--- config.mk ---
export PLATFORM = sky130hd
export DESIGN_NAME = buffer_seq_ctrl
export DESIGN_NICKNAME = d
export VERILOG_FILES = /design/src/rtl/buffer_pkg.sv /design/src/rtl/next_valid_idx.sv /design/src/rtl/buffer_seq_ctrl.sv
export SDC_FILE = /design/constraint.sdc
export NUM_CORES = 1
export LEC_CHECK = 0
export ABC_AREA = 1
export CAP_MARGIN = 10
export CORE_MARGIN = 2
export CORE_UTILIZATION = 59
export DETAILED_ROUTE_END_ITERATION = 8
export HOLD_SLACK_MARGIN = 0.02
export PLACE_DENSITY = 0.81
export SKIP_CTS_REPAIR_TIMING = 1
export SYNTH_ARGS = -nofsm -noshare
export SYNTH_HDL_FRONTEND = slang
export SYNTH_HIERARCHICAL = 1
export SYNTH_SLANG_ARGS = --single-unit
--- constraint.sdc ---
create_clock -name clk -period 3.8 [get_ports clk]
set_input_delay 0.76 -clock clk [delete_from_list [all_inputs] [get_ports clk]]
set_output_delay 0.76 -clock clk [all_outputs]
set_load 0.01 [all_outputs]
--- src/rtl/buffer_pkg.sv ---
// buffer_pkg: shared state encoding, status bit positions and default sizes
package buffer_pkg;
  typedef enum logic [1:0] {IDLE = 2'd0, PLAY = 2'd1, DRAIN = 2'd2} state_t;
  localparam int ST_IDLE = 0;
  localparam int ST_PLAY = 1;
  localparam int ST_REJECT = 2;
  localparam int DEF_DATA_W = 4;
  localparam int DEF_DEPTH = 4;
  localparam int DEF_HOLD = 4;
endpackage

--- src/rtl/next_valid_idx.sv ---
// next_valid_idx: finds the next set valid bit strictly above ptr, wrapping around
module next_valid_idx #(
  parameter int DEPTH = 4,
  localparam int IDX_W = $clog2(DEPTH)
) (
  input  logic [DEPTH-1:0] valid,
  input  logic [IDX_W-1:0] ptr,
  output logic [IDX_W-1:0] idx,
  output logic             found
);
  logic [IDX_W-1:0] j;
  // Scan from farthest to nearest so the nearest hit wins; i == DEPTH revisits ptr itself
  always_comb begin
    idx = '0;
    found = 1'b0;
    j = '0;
    for (int i = DEPTH; i >= 1; i--) begin
      j = ptr + IDX_W'(i);
      if (valid[j]) begin
        idx = j;
        found = 1'b1;
      end
    end
  end
endmodule

--- src/rtl/buffer_seq_ctrl.sv ---
// buffer_seq_ctrl: switch-loaded slot buffer with idle preview and timed playback sequencing
module buffer_seq_ctrl
  import buffer_pkg::*;
#(
  parameter int DATA_W = DEF_DATA_W,
  parameter int DEPTH = DEF_DEPTH,
  parameter int HOLD_CYCLES = DEF_HOLD,
  localparam int IDX_W = $clog2(DEPTH)
) (
  input  logic              clk,
  input  logic              reset,
  input  logic [DATA_W-1:0] data,
  input  logic [IDX_W-1:0]  bufferIndex,
  input  logic              submit,
  input  logic              mode,
  output logic [DATA_W-1:0] out,
  output logic [2:0]        status,
  output logic              busy
);
  localparam int CW = $clog2(HOLD_CYCLES + 1);
  localparam logic [CW-1:0] RELOAD = CW'(HOLD_CYCLES - 1);
  state_t state;
  logic [DATA_W-1:0] mem [DEPTH];
  logic [DEPTH-1:0] valid, valid_nx;
  logic submit_q, sub_edge, wr, sticky, found;
  logic [CW-1:0] cnt;
  logic [IDX_W-1:0] ptr, nxt;
  logic [DATA_W-1:0] nxt_data;
  assign sub_edge = submit & ~submit_q;
  assign wr = sub_edge && state == IDLE;
  assign valid_nx = valid | (wr ? DEPTH'(1) << bufferIndex : '0);
  // In IDLE search from DEPTH-1 so the wrap lands on the lowest valid slot, including one being written now
  next_valid_idx #(.DEPTH(DEPTH)) u_nxt (
    .valid(state == IDLE ? valid_nx : valid),
    .ptr(state == IDLE ? IDX_W'(DEPTH - 1) : ptr),
    .idx(nxt),
    .found(found)
  );
  assign nxt_data = (wr && nxt == bufferIndex) ? data : mem[nxt];
  assign status[ST_IDLE] = state == IDLE;
  assign status[ST_PLAY] = state != IDLE;
  assign status[ST_REJECT] = sticky;
  assign busy = state != IDLE;
  always_ff @(posedge clk) begin
    if (reset) begin
      for (int i = 0; i < DEPTH; i++) mem[i] <= '0;
      valid <= '0;
      submit_q <= 1'b0;
      state <= IDLE;
      out <= '0;
      cnt <= '0;
      ptr <= '0;
      sticky <= 1'b0;
    end else begin
      submit_q <= submit;
      valid <= valid_nx;
      if (wr) mem[bufferIndex] <= data;
      if (state == IDLE) begin
        out <= wr ? data : mem[bufferIndex];
        if (mode && found) begin
          state <= PLAY;
          ptr <= nxt;
          out <= nxt_data;
          cnt <= RELOAD;
        end else if (mode) sticky <= 1'b1;
      end else begin
        if (sub_edge) sticky <= 1'b1;
        if (state == DRAIN && !mode && cnt == '0) state <= IDLE;
        else begin
          state <= mode ? PLAY : DRAIN;
          if (cnt == '0) begin
            ptr <= nxt;
            out <= nxt_data;
            cnt <= RELOAD;
          end else cnt <= cnt - 1'b1;
        end
      end
    end
  end
endmodule

* After elaboration in Yosys (flattened, before gate mapping) *
Memory sizes are Yosys's and may differ from the RTL's.
Cells that the tools add are included.

word-level totals
  bits in registers = 17
  bits in writable memories = 16
  bits of input ports = 10
  output and inout bits = 8
  word-level logic and storage cells = 91
  memories kept = 1

operators by class
  add/subtract/negate cells = 4
  $lt $le $gt $ge = 4
  equal/unequal tests = 6
  shifts and indexed selects = 1
  mux-type cells = 49
  bitwise operators = 3
  reductions and logical operators = 16

memories
  memory  depth  bits a word  read ports  clocked after memory_dff  wr ports  RTL line               RTL
  mem     4      4            2           0                         4         buffer_seq_ctrl.sv:23  logic [DATA_W-1:0] mem [DEPTH];

operators by type and width
  cell                 number
  $mux 4               9
  $mux 2               14
  $mux 1               18
  $lt 2x3->1 const B   4
  $mux 3               4
  $bmux 1 s2           4
  $ne 2x2->1 const B   3
  $reduce_and 3->1     2
  $reduce_bool 2->1    3
  $logic_and 1x1->1    5
  $add 2x2->2 const B  2
  $or 4x4->4           1
  $reduce_and 2->1     2
  $reduce_or 4->1      1
  $shl 1x2->4 const A  1
  $logic_not 3->1      1
  $sub 3x1->3 const B  1
  $add 2x1->2 const B  1
  $eq 2x2->1           1
  $eq 2x2->1 const B   1
  $logic_not 2->1      1
  $ne 2x1->1 const B   1
  $and 1x1->1          1
  $logic_not 1->1      1
  $not 1->1            1

* Logic depth before layout (Yosys ltp) *
  depth in word-level cells = 18
  mapped depth = 24
  gate-level depth less buffers = 24

* Hierarchy *
Netlist, hierarchy kept.

modules (own cells, without submodules)
  module           times used  cells an instance  area each (um^2)  sequential area each (um^2)
  buffer_seq_ctrl  1           263                1906.8            820.8
  next_valid_idx   1           49                 226.5             0.0

* Worst setup path before layout *
Ideal clock, no wire load.

  path type = input port to flip-flop
  start = input submit
  end = register out[0]
  setup time = 0.120 ns
  arrival = 2.632 ns
  required time = 3.680 ns
  setup slack = 1.048 ns
  cell stages on the path = 22
  buffers on the path = 0
  cells stage by stage = inv_1 nor2_2 nand2_4 inv_1 nand3_1 nand2_1 inv_1 nand2_1 nand2_1 and2_4 nor2_2 nand3_1 nand2_1 inv_2 nand2_1 nand2_2 nor2_8 nand2_2 nand2_1 nand3_1 nand2_1 a21oi_2

between the ends
  cells in the longest elaborated chain, start to end = 17
  elaborated cells on any way between the ends = 31
  those cells by class = 1 x eq/ne; 24 x mux; 2 x bitwise; 3 x reduce/logical; 1 x memory

ends and longest elaborated chain
  element                                              RTL line               RTL
  start: declaration                                   buffer_seq_ctrl.sv:14  input logic submit,
  $and 1x1->1 *                                        buffer_seq_ctrl.sv:29  assign sub_edge = submit & ~submit_q;
  $logic_and 1x1->1 *                                  buffer_seq_ctrl.sv:30  assign wr = sub_edge && state == IDLE;
  $mux 4 *                                             buffer_seq_ctrl.sv:31  assign valid_nx = valid | (wr ? DEPTH'(1) << bufferIndex : '0);
  $or 4x4->4 *                                         buffer_seq_ctrl.sv:31
  $mux 4 *                                             buffer_seq_ctrl.sv:34  .valid(state == IDLE ? valid_nx : valid),
  $bmux 1 s2                                           next_valid_idx.sv:19   if (valid[j]) begin
  $mux 1 (implied by the code)                         next_valid_idx.sv:19
  $mux 2 (3 in a row)                                  next_valid_idx.sv:19
  $mux 2 *                                             next_valid_idx.sv:19
  named net nxt[0]                                     buffer_seq_ctrl.sv:27  logic [IDX_W-1:0] ptr, nxt;
  branches (longest 2 deep; another with $mem_v2 4x4)  -
  $mux 4 *                                             buffer_seq_ctrl.sv:39  assign nxt_data = (wr && nxt == bufferIndex) ? data : mem[nxt];
  $mux 4                                               buffer_seq_ctrl.sv:71  if (cnt == '0) begin
  $mux 4                                               buffer_seq_ctrl.sv:68  if (state == DRAIN && !mode && cnt == '0) state <= IDLE;
  $mux 4 *                                             buffer_seq_ctrl.sv:58  if (state == IDLE) begin
  end signal: assignment                               buffer_seq_ctrl.sv:59  out <= wr ? data : mem[bufferIndex];
  end signal: assignment                               buffer_seq_ctrl.sv:63  out <= nxt_data;
  end signal: assignment                               buffer_seq_ctrl.sv:73  out <= nxt_data;
  end: declaration                                     buffer_seq_ctrl.sv:16  output logic [DATA_W-1:0] out,

Mark *: on every way through the listed nets, which the timed path passes. The select of a mux whose other input is x is not followed.
A chain may end at the register's enable or synchronous reset.

* Final worst setup path *
  start = input submit
  end = register out[2]

The elaborated chain is that of the path after synthesis.

==> metrics list <==
* Number of remaining DRC errors: 0
- Global-route wire length before repair: 8.17 mm
* Seq cells post-synth: 33
- Setup repair after global routing left no endpoint under its margin.
- Final number of setup-violating endpoints: 0
* Worst-path cell chain: clkdlybuf4s50_1 -> inv_1 -> nor2_2 -> nand2_4 -> inv_1 -> nand3_1 -> nand2_1 -> inv_1 -> nand2_1 -> nand2_1 -> and2_4 -> nor2_2 -> nand3_1 -> nand2_1 -> buf_4 -> nor2_1 -> o21ai_0 -> nand2_1 -> nand3_1 -> nand2_1 -> a21oi_2
- Clock skew after layout: 10.2 ps
* Worst-case vdd ir drop: 0.437 mV
- Primary FF master, synth: sky130_fd_sc_hd__dfxtp_1
- The slowest stage of the critical path belongs to the cell sky130_fd_sc_hd__clkdlybuf4s50_1.
- Starting density of the core: 62.5%
- Via count of the routed design: 1939
* Power density normalized to cell area: 690 nW/µm²
- The worst path uses 88.2% of the clock period.
- Core area: 3420 µm²
- Static Leakage: 1.18 nW
* Number of max-cap violations: 0
* Sum of negative setup slack: 0 ps
- Setup slack closes at 450 ps.
* Global router's overall resource usage: 26.2%
- Number of global-route vias before repair: 1768
- Counting flops with an async set or reset pin after synthesis yields a share of 0%.
* Total power after layout: 0.00166 W
- The finished cells cover 2400 µm².
* Number of library cell types mapped by synthesis: 32
- Startpoint of the most critical setup path: submit
* Worst Tran Pin Value: 395 ps
- Vertical die dimension: 64.1 µm
- Of all nets on the critical path, the largest fanout is 9.
- TritonCTS built the clock tree.
- The worst setup path is launched from an input port.
* Slew Limit Headroom: 73.6%
- Result of the run: completed
* Clock slew at reported path FFs: 90 ps
- After detailed placement, the total cell area comes to 2350 µm².
* Synthesized area per cell: 6.84 µm²
* Final net count: 345
- Slowest stage delay, CP: 450 ps
- Synthesized cell area: 2130 µm²
- For the worst setup path, the data arrival time is 3630 ps.
- Final Util: 70.4%
- OpenSTA, run right after detailed placement, puts the worst setup slack at 208 ps.
* Synthesis Warnings: 6
* Source of the worst hold timing path: ptr[1]
- DRT Wirelength: 4.88 mm
- Diodes inserted: 0
* Via density per instance: 5.10
- First-pass detailed-route iteration total: 5
* Total number of clock tree sinks: 33
- Syn-to-layout area delta: 12.7%
* Cells after synthesis: 312
- For this block, the initial DRC count from the detailed router was 155.
* Critical path's top delay family: simple AND/OR/NAND/NOR gates
- Routability-driven placement congestion ratio: 0.955
* Max Fclk: 298 MHz
- The clock reaches the later pin of the worst-skew pair after 340 ps.
* Largest net degree at the start of global routing: 19
* Mapped Nets: 324
* Worst reg2reg startpoint: state[1]
- The final count of pins violating max slew is 0.
- Class of the tightest hold or removal check: reg -> reg
* Root Buffer: sky130_fd_sc_hd__clkbuf_4
- The floorplan step defined a die boundary enclosing 4110 µm².
- The total overflow left after global routing is 0.
* Library cell appearing most often on the critical path: sky130_fd_sc_hd__nand2_1
* Shortest period the worst path allows: 3350 ps
- Critical Path End Type: flop
- Buffer depth of the longest clock path: 2
* Critical Path RT: 4080 ps
- The number of antenna violations at the first check in global routing is 0.
* Share of the yosys chip area belonging to registers: 38.5%
- Share of cells above drive strength 1: 12.9%
- Port bufs: 17
* Final Hold Fails: 0
- HPWL after DPL: 3.84 mm
- Fillers: 306
- Counting both buffers and inverters, the worst setup path holds a total of 5.
- The number of clock buffers added by TritonCTS is 5.
- Routed wire length per instance: 12.8 µm
* Startpoint-to-endpoint class of the critical path: in -> reg
- The H-tree was split into 2 levels.
- Counting flops with a built-in enable in the synthesized netlist gives 16.
- The detail route stage leaves a number of antenna-violating nets equal to 0.
- The floorplan has 21 rows.
- During I/O placement, the number of pins put on the boundary was 18.
- Die span in x: 64.1 µm
-- cell families (layout without fill, tap and decap cells) --
kind of cell / after synthesis / count (layout) / share of synthesized area [%]
simple gates: 194 / 194 / 40.4
buf+inv: 54 / 76 / 11.2
flops: 33 / 33 / 38.5
compound gates: 28 / 28 / 8.03
fa+ha+maj: 2 / 2 / 1.17
xor+xnor: 1 / 1 / 0.763
-- power breakdown --
group,switching [W],internal [W]
combinational,0.000635,0.000350
clock,0.000116,0.0000912
sequential,0.0000333,0.000434
total,0.000784,0.000876
-- state kept, by name, summed over array words and instances, names as in the netlist --
name,flops
cnt,3
mem,16
out,4
ptr,2
state,2
sticky,1
submit_q,1
valid,4
-- Yosys cell counts, types with 3 or more instances --
library cell | n | area [µm²]
sky130_fd_sc_hd__a21oi_1 | 13 | 65.1
sky130_fd_sc_hd__a21oi_2 | 4 | 35.0
sky130_fd_sc_hd__buf_4 | 4 | 30.0
sky130_fd_sc_hd__dfxtp_1 | 17 | 340
sky130_fd_sc_hd__edfxtp_1 | 16 | 480
sky130_fd_sc_hd__inv_1 | 39 | 146
sky130_fd_sc_hd__inv_2 | 4 | 15.0
sky130_fd_sc_hd__nand2_1 | 128 | 480
sky130_fd_sc_hd__nand2_2 | 6 | 37.5
sky130_fd_sc_hd__nand2_4 | 5 | 56.3
sky130_fd_sc_hd__nand3_1 | 19 | 95.1
sky130_fd_sc_hd__nor2_1 | 27 | 101
sky130_fd_sc_hd__nor2_2 | 3 | 18.8
sky130_fd_sc_hd__o21ai_0 | 5 | 25.0
-- metrics by stage --
step / instances / hold slack, ps
5_1_grt: 380 / 478
4_1_cts: 380 / 461
3_5_place_dp: 372 / 447
6_report: 380 / 458
3_3_place_gp: 372 / 443
2_1_floorplan: 312 / 431
-- final timing paths --
check	endpoint	depth (start not counted)	slack (ps)
setup / recovery	out[2]	21	450
hold / removal	ptr[1]	2	460
setup reg to reg	out[2]	19	980
hold reg to reg	ptr[1]	2	460
-- final cells by class --
type                    instances  area, µm²  area share [%]
repair buffers                 23        215            8.95
flip-flops and latches         33        821            34.1
well taps                      46       57.6            2.39
multi-input cells             225       1070            44.6
clock buffers                   8       58.8            2.45
inverters                      45        179            7.44
-- layout by cell type (no fill, tap or decap), types with 6 or more instances in the layout --
master / instances
sky130_fd_sc_hd__a21oi_1: 13
sky130_fd_sc_hd__edfxtp_1: 16
sky130_fd_sc_hd__nor2_1: 27
sky130_fd_sc_hd__buf_4: 6
sky130_fd_sc_hd__nand2_2: 6
sky130_fd_sc_hd__clkdlybuf4s50_1: 17
sky130_fd_sc_hd__inv_1: 39
sky130_fd_sc_hd__dfxtp_1: 17
sky130_fd_sc_hd__nand3_1: 19
sky130_fd_sc_hd__nand2_1: 128
-- metal layers --
layer	up-vias	routed length [µm]	track usage [%]
li1	1003	-	-
met1	869	2240	35.5
met2	57	2250	41.7
met3	10	291	5.28
met4	0	94	9.31
met5	-	0	0
-- worst register-to-register path, cell delays in order (launching register included) --
cell and delay [ps]:
sky130_fd_sc_hd__dfxtp_1 380, sky130_fd_sc_hd__nor2_8 230, sky130_fd_sc_hd__nand2_4 120, sky130_fd_sc_hd__inv_1 130, sky130_fd_sc_hd__nand3_1 130, sky130_fd_sc_hd__nand2_1 120
sky130_fd_sc_hd__inv_1 40, sky130_fd_sc_hd__nand2_1 70, sky130_fd_sc_hd__nand2_1 90, sky130_fd_sc_hd__and2_4 150, sky130_fd_sc_hd__nor2_2 70, sky130_fd_sc_hd__nand3_1 70
sky130_fd_sc_hd__nand2_1 210, sky130_fd_sc_hd__buf_4 220, sky130_fd_sc_hd__nor2_1 60, sky130_fd_sc_hd__o21ai_0 290, sky130_fd_sc_hd__nand2_1 120, sky130_fd_sc_hd__nand3_1 90
sky130_fd_sc_hd__nand2_1 70, sky130_fd_sc_hd__a21oi_2 100
(Power assumes the default switching activity.)
